File: src/rtl/bsg_fma_aux_pkg.sv
// Shared types and helpers for the aux cross-term arbiter slice.
package bsg_fma_aux_pkg;

  localparam int unsigned bsg_fma_aux_e_lp = 8;

  // One lane's operand bundle at the default half width
  typedef struct packed {
    logic [bsg_fma_aux_e_lp-1:0] a_l;
    logic [bsg_fma_aux_e_lp-1:0] a_h;
    logic [bsg_fma_aux_e_lp-1:0] b_l;
    logic [bsg_fma_aux_e_lp-1:0] b_h;
  } bsg_fma_aux_req_s;

  function automatic int tag_width(input int n);
    return (n <= 32'sd1) ? 32'sd1 : $clog2(n);
  endfunction

endpackage

File: src/rtl/bsg_fma_aux_adder.sv
// Aux cross-term adder: (a_l*b_h + a_h*b_l) mod 2^e_p, unsigned, combinational.
module bsg_fma_aux_adder #(
  parameter int e_p = 8
) (
  input  logic [e_p-1:0] a_l_i,
  input  logic [e_p-1:0] a_h_i,
  input  logic [e_p-1:0] b_l_i,
  input  logic [e_p-1:0] b_h_i,
  output logic [e_p-1:0] mod_o
);

  // Everything is evaluated at e_p bits, so carries past the top bit are dropped.
  assign mod_o = (a_l_i * b_h_i) + (a_h_i * b_l_i);

endmodule

File: src/rtl/bsg_fma_aux_rr_arb.sv
// Round-robin arbiter: pointer register, wrapping priority scan, one-hot grant.
module bsg_fma_aux_rr_arb
  import bsg_fma_aux_pkg::*;
#(
  parameter  int num_req_p    = 4,
  localparam int tag_width_lp = tag_width(num_req_p)
) (
  input  logic                    clk_i,
  input  logic                    reset_i,
  input  logic                    en_i,
  input  logic [num_req_p-1:0]    v_i,
  output logic [num_req_p-1:0]    grant_o,
  output logic [tag_width_lp-1:0] tag_o,
  output logic                    v_o
);

  logic [tag_width_lp-1:0] ptr_s;

  // Scan upward from the pointer with wrap; the first valid lane wins
  always_comb begin
    int idx;
    idx     = 0;
    grant_o = '0;
    tag_o   = '0;
    v_o     = 1'b0;
    if (en_i) begin
      for (int i = 0; i < num_req_p; i++) begin
        idx = (int'(ptr_s) + i) % num_req_p;
        if (!v_o && v_i[idx]) begin
          grant_o[idx] = 1'b1;
          tag_o        = tag_width_lp'(idx);
          v_o          = 1'b1;
        end else begin
          v_o = v_o;
        end
      end
    end else begin
      v_o = 1'b0;
    end
  end

  if (num_req_p == 1) begin : g_single
    assign ptr_s = '0;
  end else begin : g_multi
    logic [tag_width_lp-1:0] ptr_r;

    // Advance to the lane after the winner; hold when nothing is granted
    always_ff @(posedge clk_i) begin
      if (reset_i) begin
        ptr_r <= '0;
      end else if (v_o) begin
        ptr_r <= (tag_o == tag_width_lp'(num_req_p - 1)) ? '0 : tag_o + tag_width_lp'(1);
      end else begin
        ptr_r <= ptr_r;
      end
    end

    assign ptr_s = ptr_r;
  end

endmodule

File: src/rtl/bsg_fma_aux_arbiter.sv
// Shares one aux cross-term adder among num_req_p lanes with a registered, tagged output.
// Optional stall counter enabled by BSG_FMA_AUX_ARB_PERF_EN.
module bsg_fma_aux_arbiter
  import bsg_fma_aux_pkg::*;
#(
  parameter  int e_p          = 8,
  parameter  int num_req_p    = 4,
  localparam int tag_width_lp = tag_width(num_req_p)
) (
  input  logic                       clk_i,
  input  logic                       reset_i,
  input  logic [num_req_p-1:0]       v_i,
  input  logic [num_req_p*e_p-1:0]   a_l_i,
  input  logic [num_req_p*e_p-1:0]   a_h_i,
  input  logic [num_req_p*e_p-1:0]   b_l_i,
  input  logic [num_req_p*e_p-1:0]   b_h_i,
  output logic [num_req_p-1:0]       yumi_o,
  output logic                       v_o,
  output logic [e_p-1:0]             mod_o,
  output logic [tag_width_lp-1:0]    tag_o,
  input  logic                       ready_i
`ifdef BSG_FMA_AUX_ARB_PERF_EN
  ,
  output logic [31:0]                stall_cnt_o
`endif
);

  logic                    slot_free_s;
  logic                    grant_v_s;
  logic [tag_width_lp-1:0] grant_tag_s;
  logic [e_p-1:0]          sel_a_l_s, sel_a_h_s, sel_b_l_s, sel_b_h_s;
  logic [e_p-1:0]          sum_s;
  logic                    v_r;
  logic [e_p-1:0]          mod_r;
  logic [tag_width_lp-1:0] tag_r;

  assign slot_free_s = ~v_r | ready_i;

  // Reset gates the enable, so grants drop combinationally while reset is high
  bsg_fma_aux_rr_arb #(.num_req_p(num_req_p)) rr_arb (
    .clk_i   (clk_i),
    .reset_i (reset_i),
    .en_i    (slot_free_s & ~reset_i),
    .v_i     (v_i),
    .grant_o (yumi_o),
    .tag_o   (grant_tag_s),
    .v_o     (grant_v_s)
  );

  // One-hot AND-OR mux of the granted lane's operands
  always_comb begin
    sel_a_l_s = '0;
    sel_a_h_s = '0;
    sel_b_l_s = '0;
    sel_b_h_s = '0;
    for (int i = 0; i < num_req_p; i++) begin
      sel_a_l_s = sel_a_l_s | (a_l_i[i*e_p +: e_p] & {e_p{yumi_o[i]}});
      sel_a_h_s = sel_a_h_s | (a_h_i[i*e_p +: e_p] & {e_p{yumi_o[i]}});
      sel_b_l_s = sel_b_l_s | (b_l_i[i*e_p +: e_p] & {e_p{yumi_o[i]}});
      sel_b_h_s = sel_b_h_s | (b_h_i[i*e_p +: e_p] & {e_p{yumi_o[i]}});
    end
  end

  bsg_fma_aux_adder #(.e_p(e_p)) adder (
    .a_l_i (sel_a_l_s),
    .a_h_i (sel_a_h_s),
    .b_l_i (sel_b_l_s),
    .b_h_i (sel_b_h_s),
    .mod_o (sum_s)
  );

  // Output stage: a new grant overwrites (drain and fill in one cycle), a drain alone clears valid
  always_ff @(posedge clk_i) begin
    if (reset_i) begin
      v_r   <= 1'b0;
      mod_r <= '0;
      tag_r <= '0;
    end else if (grant_v_s) begin
      v_r   <= 1'b1;
      mod_r <= sum_s;
      tag_r <= grant_tag_s;
    end else if (ready_i) begin
      v_r   <= 1'b0;
    end else begin
      v_r   <= v_r;
    end
  end

  assign v_o   = v_r;
  assign mod_o = mod_r;
  assign tag_o = tag_r;

`ifdef BSG_FMA_AUX_ARB_PERF_EN
  logic [31:0] stall_cnt_r;

  // Count cycles where some lane is waiting on a full, stalled output slot
  always_ff @(posedge clk_i) begin
    if (reset_i) begin
      stall_cnt_r <= 32'd0;
    end else if ((|v_i) && !slot_free_s && (stall_cnt_r != 32'hFFFF_FFFF)) begin
      stall_cnt_r <= stall_cnt_r + 32'd1;
    end else begin
      stall_cnt_r <= stall_cnt_r;
    end
  end

  assign stall_cnt_o = stall_cnt_r;
`endif

endmodule

File: config.mk
export PLATFORM = sky130hd
export DESIGN_NAME = bsg_fma_aux_arbiter
export DESIGN_NICKNAME = d
export VERILOG_FILES = /design/src/rtl/bsg_fma_aux_pkg.sv /design/src/rtl/bsg_fma_aux_adder.sv /design/src/rtl/bsg_fma_aux_rr_arb.sv /design/src/rtl/bsg_fma_aux_arbiter.sv
export SDC_FILE = /design/constraint.sdc
export NUM_CORES = 1
export LEC_CHECK = 0
export BUFFER_PORTS_ARGS = -buffer_cell sky130_fd_sc_hd__buf_2
export CORE_AREA = 3 3 87 89
export CTS_CLUSTER_SIZE = 40
export DETAILED_ROUTE_END_ITERATION = 12
export DIE_AREA = 0 0 90 92
export GPL_ROUTABILITY_DRIVEN = 0
export PLACE_DENSITY = 0.87
export SLEW_MARGIN = 20
export SYNTH_ARGS = -nofsm -noshare
export SYNTH_HDL_FRONTEND = slang
export SYNTH_SLANG_ARGS = --single-unit
File: constraint.sdc
create_clock -name clk_i -period 15.95 [get_ports clk_i]
set_input_delay 3.19 -clock clk_i [delete_from_list [all_inputs] [get_ports clk_i]]
set_output_delay 3.19 -clock clk_i [all_outputs]
set_load 0.05 [all_outputs]
==> metrics, run 1 <==
vias per inst=5.882; diode count=0; fraction of layout cells with a size suffix above 1=28.04%; max-cap violations=0; largest net degree at the start of global routing=33; WHS Endpoint=mod_o[7]; CTS resizes=0; crit-path max FO=32; DRT Pass-1 Iters=6; pre-CTS worst setup slack=4.881 ns; gr ovfl total=0; Finished Cell Area=4494 um^2; die footprint=between 8000 and 9000 um^2; Mapped Cells=464; number of I/O pins=150; switching part of the total power=54.85%; Clock Pin Slew Worst Setup and Hold Paths=0.05 ns; post-CTS setup buffers=0; Syn Std Cell Area=3716 um^2; Comb power frac=89.6%; H-tree depth=1; sequential power share=around 6.9%; num rows=30; actual slew at the worst max-slew pin=about 1.1 ns; Fin Setup TNS=0 ns; area grow syn2layout=20.94%; first-pass GRT wire length=18.83 mm; antenna violations before repair=0; Max Freq=between 0.09 and 0.1 GHz; clock power share=between 3 and 4%; Setup Crit Path Kind=in -> reg; worst vdd rail ir drop=0.1331 mV; FF-to-FF End=mod_o[7]; Finished Layout Cells=688; Initial Util=54.40%; crit-path most repeated cell=fa_1; Final Cycle Share=between 60% and 70%; Clock Latency Late Sink=0.25 ns; CTS tree=yes; status=completed; RSZ-0062 raised after global routing=false; root buffer cell=clkbuf_8; P_leak=~2.2 nW; Post-DP Area=~4400 um^2; R2R setup slack=6.49 ns; ys flop type=dfxtp_1; Die Ht=slightly above 90 um; Total Routing Usage GR=between 20% and 30%; Worst Clk Skew=0.002724 ns; final setup margin=approximately 5 ns; core area=6832 um^2; fillers=593; drt total wl=between 10 and 15 mm; hpwl dp=about 9.6 mm; flops & latches, synth=13; Detail Route Antenna Nets=0; R2R cell count=27; Psw=around 0.46 mW; setup violators final=0; Post-synth ARST share=0%; synth unique cells=49; syn nets=674; CP bufs+invs=4; worst hold path type=reg -> reg; hold-critical path depth=2; CP endpoint kind=register; DRC=0; Post-Syn Area per Cell=approximately 8.0 um^2; 1st-iter DRT viols=roughly 310; worst hold path startpoint=mod_o[7]; PwrDens=between 150 and 200 nW/um^2; port bufs=149; Vias=4047; critical path launch point type=input pin; chip width=90 um; P_int=roughly 0.38 mW; CP arrival=10.93 ns; Seq/Total Area, Yosys=~7%; worst-case clock buffer depth=2; Hold Buf Count CTS=0; synth warn=0; critical path's largest stage delay=0.87 ns; Sink Count=13; DR WL/cell=16.79 um; nets@finish=803; vias in the first global route=4133; CP max-delay cell=or2_1; Slew Viols, Final=0; Tmin final=10.80 ns; Max-slew headroom=27.09%; placed cells=684; Hold Vio Cnt, Final=0; crit-path leading delay family=adder cells; total power draw=about 0.84 mW; Worst R2R Start=rr_arb.g_multi.ptr_r[0]; EDFF count, synth=0; WP data required=16.08 ns; total CTS buffers=3
==> placed cells by master, fill, tap and decap left out, types with 2 or more instances in the layout <==
cell	n
buf_2	149
nand2_1	72
inv_1	54
ha_1	44
a21oi_1	34
fa_1	31
nor2_1	25
xnor2_1	22
a222oi_1	21
a22oi_1	17
dfxtp_1	13
o21ai_0	10
and2_1	10
nand2b_1	10
nand3_1	5
nor3_1	5
a22o_1	5
mux2i_1	4
mux4_2	4
xor2_1	4
xnor3_1	4
mux2_2	3
o211ai_1	3
o22ai_1	3
a221o_1	3
a211oi_1	3
a31oi_1	3
a21o_1	3
clkbuf_8	3
or3_1	2
a31o_1	2
a31o_2	2
a22o_2	2
a21boi_2	2
==> registers in the layout, summed over array words and instances (netlist names) <==
| signal | cells |
|---|---|
| tag_o | 2 |
| mod_o | 8 |
| v_o | 1 |
| rr_arb.g_multi.ptr_r | 2 |
==> routing by layer <==
layer,wire length (um),track usage [%],vias up
li1,-,-,1892
met4,442,11.73,0
met5,0,0,-
met1,4410,32.44,1868
met3,1105,5.660,44
met2,5596,47.98,243
==> cell usage after synthesis (all sizes together) (2+ instances only) <==
master / number / area (um^2)
a21boi: 4 / 37.54
mux2i: 4 / 40.04
mux4: 4 / 90.09
and2: 10 / 62.56
ha: 44 / 550.5
a31o: 4 / 35.04
a222oi: 21 / 210.2
mux2: 3 / 33.78
nand2: 72 / 270.3
a221o: 3 / 30.03
nor2: 25 / 93.84
a31oi: 3 / 18.77
clkbuf: 8 / 30.03
a211oi: 3 / 22.52
a22oi: 17 / 127.6
a22o: 7 / 61.31
a21o: 3 / 22.52
dfxtp: 13 / 260.3
o21ai: 11 / 55.05
xor2: 4 / 35.03
nand2b: 10 / 62.56
inv: 54 / 202.7
o22ai: 3 / 18.77
nor3: 5 / 25.02
fa: 31 / 620.6
nand3: 5 / 25.02
or3: 2 / 12.51
buf: 18 / 112.6
a21oi: 34 / 170.2
o211ai: 3 / 22.52
xnor3: 4 / 90.09
xnor2: 22 / 192.7
==> area by class of cell <==
cell class | instances | area, um^2 | area share, %
flip-flops and latches | 13 | 260.3 | 5.791
well taps | 96 | 120.1 | 2.673
multi-input cells | 370 | 3109 | 69.18
repair buffers | 150 | 753.2 | 16.76
clock buffers | 4 | 45.04 | 1.002
inverters | 55 | 206.4 | 4.594
==> worst reg2reg max path: cells and delay by family (launching register included) <==
| family | cells | cell delay (ns) |
|---|---|---|
| flip-flops | 1 | 0.91 |
| buffers and inverters | 4 | 0.56 |
| multiplexers | 1 | 0.61 |
| AO/OA/AOI/OAI | 3 | 0.55 |
| XOR/XNOR | 8 | 1.44 |
| AND/OR/NAND/NOR | 4 | 1.70 |
| adder cells (fa/ha/maj) | 7 | 3.56 |
==> worst max path at each step <==
stage / start / end / slack, ns / depth (start not counted)
3_3_place_gp: v_i[3] / mod_o[7] / 5.10 / 25
2_1_floorplan: v_i[3] / mod_o[7] / 5.71 / 29
5_1_grt: v_i[3] / mod_o[7] / 4.61 / 26
3_5_place_dp: v_i[3] / mod_o[7] / 4.88 / 25
4_1_cts: v_i[3] / mod_o[7] / 5.12 / 25
6_report: v_i[3] / mod_o[7] / 5.15 / 26
==> power by group through the flow <==
| stage | Combinational [mW] | Sequential, mW | Clock (mW) |
|---|---|---|---|
| global placement | 0.715 | 0.0571 | 0 |
| floorplan | 0.555 | 0.0831 | 0 |
| detailed placement | 0.741 | 0.0578 | 0 |
| global route | 0.851 | 0.0595 | 0.0312 |
| finish | 0.752 | 0.0576 | 0.0299 |
| CTS | 0.751 | 0.0574 | 0.0305 |
==> stage by stage <==
step                      hold WS [ns]  util (%)
final                           0.4635     65.79
after global routing            0.5042     65.79
after CTS                       0.4679     65.75
after detailed placement        0.4548     65.09
after global placement          0.4543     65.09
after floorplan                 0.6742         -
==> logic make-up (layout without fill, tap and decap cells) <==
family	Yosys count	count (layout)	synth area share [%]
DFF	13	13	7.003
AOI/OAI and AO/OA	121	121	23.50
adders and majority gates	75	75	31.52
and+or+nand+nor	133	133	15.62
buffers and inverters	81	209	9.394
muxes	11	11	4.411
xor gates and xnor gates	30	30	8.552
Note: power is estimated with default switching activity, not from simulation.
==> inputs of run 2 (changes only) <==
--- a/config.mk
+++ b/config.mk
@@ -6,12 +6,12 @@
 export NUM_CORES = 1
 export LEC_CHECK = 0
 export BUFFER_PORTS_ARGS = -buffer_cell sky130_fd_sc_hd__buf_2
-export CORE_AREA = 3 3 87 89
+export CORE_AREA = 3 3 94 96
 export CTS_CLUSTER_SIZE = 40
 export DETAILED_ROUTE_END_ITERATION = 12
-export DIE_AREA = 0 0 90 92
+export DIE_AREA = 0 0 97 99
 export GPL_ROUTABILITY_DRIVEN = 0
-export PLACE_DENSITY = 0.87
+export PLACE_DENSITY = 0.79
 export SLEW_MARGIN = 20
 export SYNTH_ARGS = -nofsm -noshare
 export SYNTH_HDL_FRONTEND = slang
==> constraint.sdc (replaced) <==
create_clock -name clk_i -period 9.11 [get_ports clk_i]
set_input_delay 1.822 -clock clk_i [delete_from_list [all_inputs] [get_ports clk_i]]
set_output_delay 1.822 -clock clk_i [all_outputs]
set_load 0.05 [all_outputs]
==> run 2 against run 1 <==
Compared with the run above:
- worst hold slack improved by 0.0022 ns
- critical path type unchanged
- largest power group unchanged
- clock power up 73%
- worst setup slack got worse by 4.8 ns
- register-to-register slack worse by 5.7 ns
==> metrics, run 2 (same netlist as run 1, synthesis figures left out) <==
P_leak=2.345 nW (+5.0%); port bufs=149 (unchanged); Clock Latency Late Sink=0.25 ns (about the same); P_int=0.7091 mW (+87%); Slew Viols, Final=0 (unchanged); Die Ht=99 um (+7.6%); CTS tree=yes; Total Routing Usage GR=24.58% (-2.8 points); RSZ-0062 raised after global routing=false; DRT Pass-1 Iters=9 (+3); WP data required=9.23 ns (-6.85 ns); switching part of the total power=53.49% (-1.4 points); status=completed; CP bufs+invs=6 (+2); Max Freq=0.1146 GHz; die footprint=9603 um^2 (+16%); diode count=0 (unchanged); Sink Count=13 (unchanged); critical path launch point type=input pin; Finished Cell Area=4703 um^2 (+4.6%); CP arrival=8.85 ns (-2.08 ns); setup violators final=0 (unchanged); gr ovfl total=0 (unchanged); CP endpoint kind=register; hold_ws=0.4657 ns (+0.002225 ns); Post-DP Area=4608 um^2 (+3.6%); crit-path leading delay family=adder cells; Vias=4034 (-0.32%); root buffer cell=clkbuf_8; critical path's largest stage delay=0.56 ns (-0.31 ns); Setup Crit Path Kind=in -> reg; actual slew at the worst max-slew pin=0.5848 ns (-0.5089 ns); final setup margin=0.3824 ns (-4.768 ns); Comb power frac=90.4% (+0.8 points); Initial Util=45.69% (-8.7 points); H-tree depth=1 (unchanged); num rows=33 (+10%); chip width=97 um (+7.8%); drt total wl=11.91 mm (+3.0%); hpwl dp=10.03 mm (+4.1%); crit-path max FO=32 (unchanged); commonest cells after routing, fill and taps aside=149 x buf_2, 72 x nand2_1, 54 x inv_1; number of I/O pins=150 (unchanged); Hold Buf Count CTS=0 (unchanged); area grow syn2layout=26.57%; Worst Clk Skew=0.004100 ns (+0.001376 ns); vias in the first global route=4127 (-0.15%); clock power share=3.4% (-0.2 points); Tmin final=8.728 ns; DR WL/cell=16.63 um (-0.98%); vias per inst=5.634 (-4.2%); worst hold path type=reg -> reg; fraction of layout cells with a size suffix above 1=30.61% (+2.6 points); antenna violations before repair=0 (unchanged); CP max-delay cell=fa_1; max-cap violations=0 (unchanged); Final Cycle Share=a little over nine tenths; largest net degree at the start of global routing=33 (unchanged); Psw=0.8156 mW (+77%); Fin Setup TNS=0 ns (unchanged); core area=8134 um^2 (+19%); Max-slew headroom=60.80% (+34 points); worst vdd rail ir drop=0.2288 mV (+72%); commonest non-fill, non-tap cell in the layout=buf_2; first-pass GRT wire length=19.42 mm (+3.1%); sequential power share=6.2% (-0.7 points); Clock Pin Slew Worst Setup and Hold Paths=0.05 ns (about the same); DRC=0 (unchanged); R2R setup slack=0.75 ns (-5.74 ns); crit-path most repeated cell=fa_1; worst-case clock buffer depth=2 (unchanged); nets@finish=822 (+2.4%); pre-CTS worst setup slack=-0.02115 ns (-4.902 ns); 1st-iter DRT viols=241 (-22%); total power draw=1.525 mW (+82%); Hold Vio Cnt, Final=0 (unchanged); PwrDens=324.2 nW/um^2 (+74%); max reg flops=8 (unchanged); total CTS buffers=3 (unchanged); Detail Route Antenna Nets=0 (unchanged)
## run 2: cell types whose count changed in the layout (fill, tap and decap cells not counted), sizes merged
cell	delta
buf	+19
## run 2: power groups by stage
| stage | registers (mW) | logic [mW] | clock network (mW) |
|---|---|---|---|
| 4_1_cts | 0.0939 | 1.37 | 0.0524 |
| 2_1_floorplan | 0.145 | 0.972 | 0 |
| 6_report | 0.0942 | 1.38 | 0.0518 |
| 5_1_grt | 0.0969 | 1.55 | 0.0548 |
| 3_5_place_dp | 0.0943 | 1.35 | 0 |
| 3_3_place_gp | 0.0942 | 1.30 | 0 |
## run 2: timing repair
| item | in CTS | in global routing |
|---|---|---|
| buffers inserted | 0 | 4 |
| setup endpoints to repair | 0 | 1 |
| endpoints found under the hold margin | 0 | 0 |
| resized for setup | 0 | 5 |
## run 2: worst min-delay path, stage by stage, from the launching register on
cell     delay (ns)
dfxtp_1        0.31
nand3_1        0.06
o21ai_1        0.06
## run 2: area by class of cell
type,instances,area [um^2]
inverter,55,206.4
timing repair buffer,169,933.4
sequential,13,260.3
multi-input combinational,370,3127
fill,752,3431
tap,105,131.4
clock buffer,4,45.04
## run 2: path summary, 6_finish.rpt
kind / from / to / depth (start not counted)
setup / recovery: v_i[3] / mod_o[7] / 28
hold / removal: mod_o[7] / mod_o[7] / 2
setup reg to reg: rr_arb.g_multi.ptr_r[1] / mod_o[7] / 29
hold reg to reg: mod_o[7] / mod_o[7] / 2
## run 2: routing by layer
metal	vias up	share of wire, %	global-route usage [%]
li1	1928	-	-
met1	1882	39	29.27
met2	188	49	43.47
met3	36	7.5	4.600
met4	0	4.0	10.26
met5	-	0	0
## run 2: per-stage QoR
stage / std cells / util (%)
6_report: 716 / 57.82
4_1_cts: 712 / 57.21
3_3_place_gp: 708 / 56.65
3_5_place_dp: 708 / 56.65
5_1_grt: 716 / 57.82
2_1_floorplan: 464 / -
==> inputs of run 3 (changes only) <==
==> constraint.sdc (replaced) <==
create_clock -name clk_i -period 9.11 [get_ports clk_i]
set_input_delay 0.911 -clock clk_i [delete_from_list [all_inputs] [get_ports clk_i]]
set_output_delay 0.911 -clock clk_i [all_outputs]
set_load 0.05 [all_outputs]
==> run 3 against run 2 <==
Compared with the run above:
- global-route usage fell by 0.50 points
- register-to-register slack got worse by 0.25 ns
- final cell count fell by 2.0%
- first-iteration DRC count rose by 20%
- critical path type is now reg -> reg
- largest power group unchanged
==> metrics, run 3 (same netlist as run 1, synthesis figures left out) <==
status=completed; worst hold path type=reg -> reg; fraction of layout cells with a size suffix above 1=28.31% (-2.3 points); Hold Vio Cnt, Final=0 (unchanged); Max-slew headroom=34.68% (-26 points); hold_ws=0.4680 ns (+0.002225 ns); setup violators final=0 (unchanged); Initial Util=45.69% (unchanged); DR WL/cell=16.48 um (-0.89%); root buffer cell=clkbuf_8; Sink Count=13 (unchanged); 1st-iter DRT viols=288 (+20%); crit-path leading delay family=adder cells; num rows=33 (unchanged); Die Ht=99 um (unchanged); hold-critical path depth=2 (unchanged); DRT Pass-1 Iters=6 (-3); CP max-delay cell=a21boi_1; total CTS buffers=3 (unchanged); actual slew at the worst max-slew pin=0.9723 ns (+0.3876 ns); Worst Clk Skew=0.0009130 ns (-0.003187 ns); first-pass GRT wire length=19.42 mm (unchanged); Setup Crit Path Kind=reg -> reg; total power draw=1.476 mW (-3.2%); core area=8134 um^2 (unchanged); worst-case clock buffer depth=2 (unchanged); DRC=0 (unchanged); drt total wl=11.57 mm (-2.8%); PwrDens=324.3 nW/um^2 (about the same); max reg flops=8 (unchanged); crit-path max FO=32 (unchanged); pre-CTS worst setup slack=0.5101 ns (+0.5312 ns); largest net degree at the start of global routing=33 (unchanged); CP endpoint kind=register; chip width=97 um (unchanged); antenna violations before repair=0 (unchanged); final setup margin=0.5028 ns (+0.1205 ns); H-tree depth=1 (unchanged); vias per inst=5.722 (+1.6%); Final Cycle Share=94.48% (-1.3 points); worst hold path startpoint=mod_o[7]; Worst R2R Start=rr_arb.g_multi.ptr_r[1]; Multi-input gate area=3107 um^2 (-0.64%); RSZ-0062 raised after global routing=false; FF-to-FF End=mod_o[7]; Clock Latency Late Sink=0.24 ns (about the same); Total Routing Usage GR=24.08% (-0.50 points); Slew Viols, Final=0 (unchanged); port bufs=149 (unchanged); P_leak=2.262 nW (-3.6%); WHS Endpoint=mod_o[7]; max-cap violations=0 (unchanged); CP arrival=8.72 ns (-0.13 ns); crit-path most repeated cell=fa_1; vias in the first global route=4222 (+2.3%); Fin Setup TNS=0 ns (unchanged); R2R setup slack=0.50 ns (-0.25 ns); gr ovfl total=0 (unchanged); register area=260.3 um^2 (unchanged); Hold Buf Count CTS=0 (unchanged); Clock Pin Slew Worst Setup and Hold Paths=0.05 ns (about the same); commonest non-fill, non-tap cell in the layout=buf_2; die footprint=9603 um^2 (unchanged); Vias=4017 (-0.42%); CP bufs+invs=4 (-2); worst vdd rail ir drop=0.2301 mV (+0.57%); Tmin final=8.607 ns (-0.1205 ns); CTS resizes=0 (unchanged); Max Freq=0.1162 GHz (+1.4%); number of I/O pins=150 (unchanged); fillers=780 (+3.7%); Detail Route Antenna Nets=0 (unchanged); hpwl dp=9.686 mm (-3.4%); commonest cells after routing, fill and taps aside=149 x buf_2, 72 x nand2_1, 54 x inv_1; R2R cell count=27 (-6.9%); area grow syn2layout=22.53%; WP data required=9.23 ns (about the same); critical path launch point type=register; diode count=0 (unchanged); critical path's largest stage delay=0.63 ns (+0.07 ns); nets@finish=808 (-1.7%); CTS tree=yes; post-CTS setup buffers=0 (unchanged)
==> run 3: cell types whose count changed in the layout (fill, tap and decap cells not counted), sizes merged <==
cell | before | now
buf | 169 | 155
==> run 3: layout make-up <==
cell class | count | share of cell area (%)
Inverter | 55 | 4.534
Tap cell | 105 | 2.885
Multi-Input combinational cell | 370 | 68.23
Sequential cell | 13 | 5.716
Timing Repair Buffer | 155 | 17.64
Clock buffer | 4 | 0.9893
==> run 3: stage by stage <==
| step | cell area, um^2 | util, % | cells |
|---|---|---|---|
| final | 4553 | 55.98 | 702 |
| after global routing | 4553 | 55.98 | 702 |
| after CTS | 4553 | 55.98 | 702 |
| after detailed placement | 4508 | 55.42 | 698 |
| after global placement | 4508 | 55.42 | 698 |
| after floorplan | 3716 | - | 464 |
==> run 3: power breakdown <==
part           internal (mW)  switching [mW]  leakage [nW]
clock                 0.0308          0.0190        0.0228
combinational          0.567           0.765          2.13
sequential            0.0791          0.0151         0.108
total                  0.677           0.799          2.26
==> run 3: worst min-delay path: stages, from the launching register on <==
cell     delay (ns)
dfxtp_1        0.31
nand3_1        0.06
o21ai_1        0.05
==> run 3: worst max-delay path by stage <==
stage                                  from        to  cells after the start
floorplan           rr_arb.g_multi.ptr_r[1]  mod_o[7]                     32
global placement                     v_i[3]  mod_o[7]                     26
detailed placement  rr_arb.g_multi.ptr_r[1]  mod_o[7]                     27
CTS                 rr_arb.g_multi.ptr_r[1]  mod_o[7]                     27
global route        rr_arb.g_multi.ptr_r[1]  mod_o[7]                     27
finish              rr_arb.g_multi.ptr_r[1]  mod_o[7]                     27
==> run 3: metal layers <==
layer / track usage, % / wire, um / vias up / part of all wire, %
met3: 3.822 / 877 / 34 / 7.6
met1: 29.43 / 4670 / 1878 / 40
met5: 0 / 0 / - / 0
met2: 43.15 / 5689 / 208 / 49
met4: 8.099 / 331 / 0 / 2.9
li1: - / - / 1897 / -
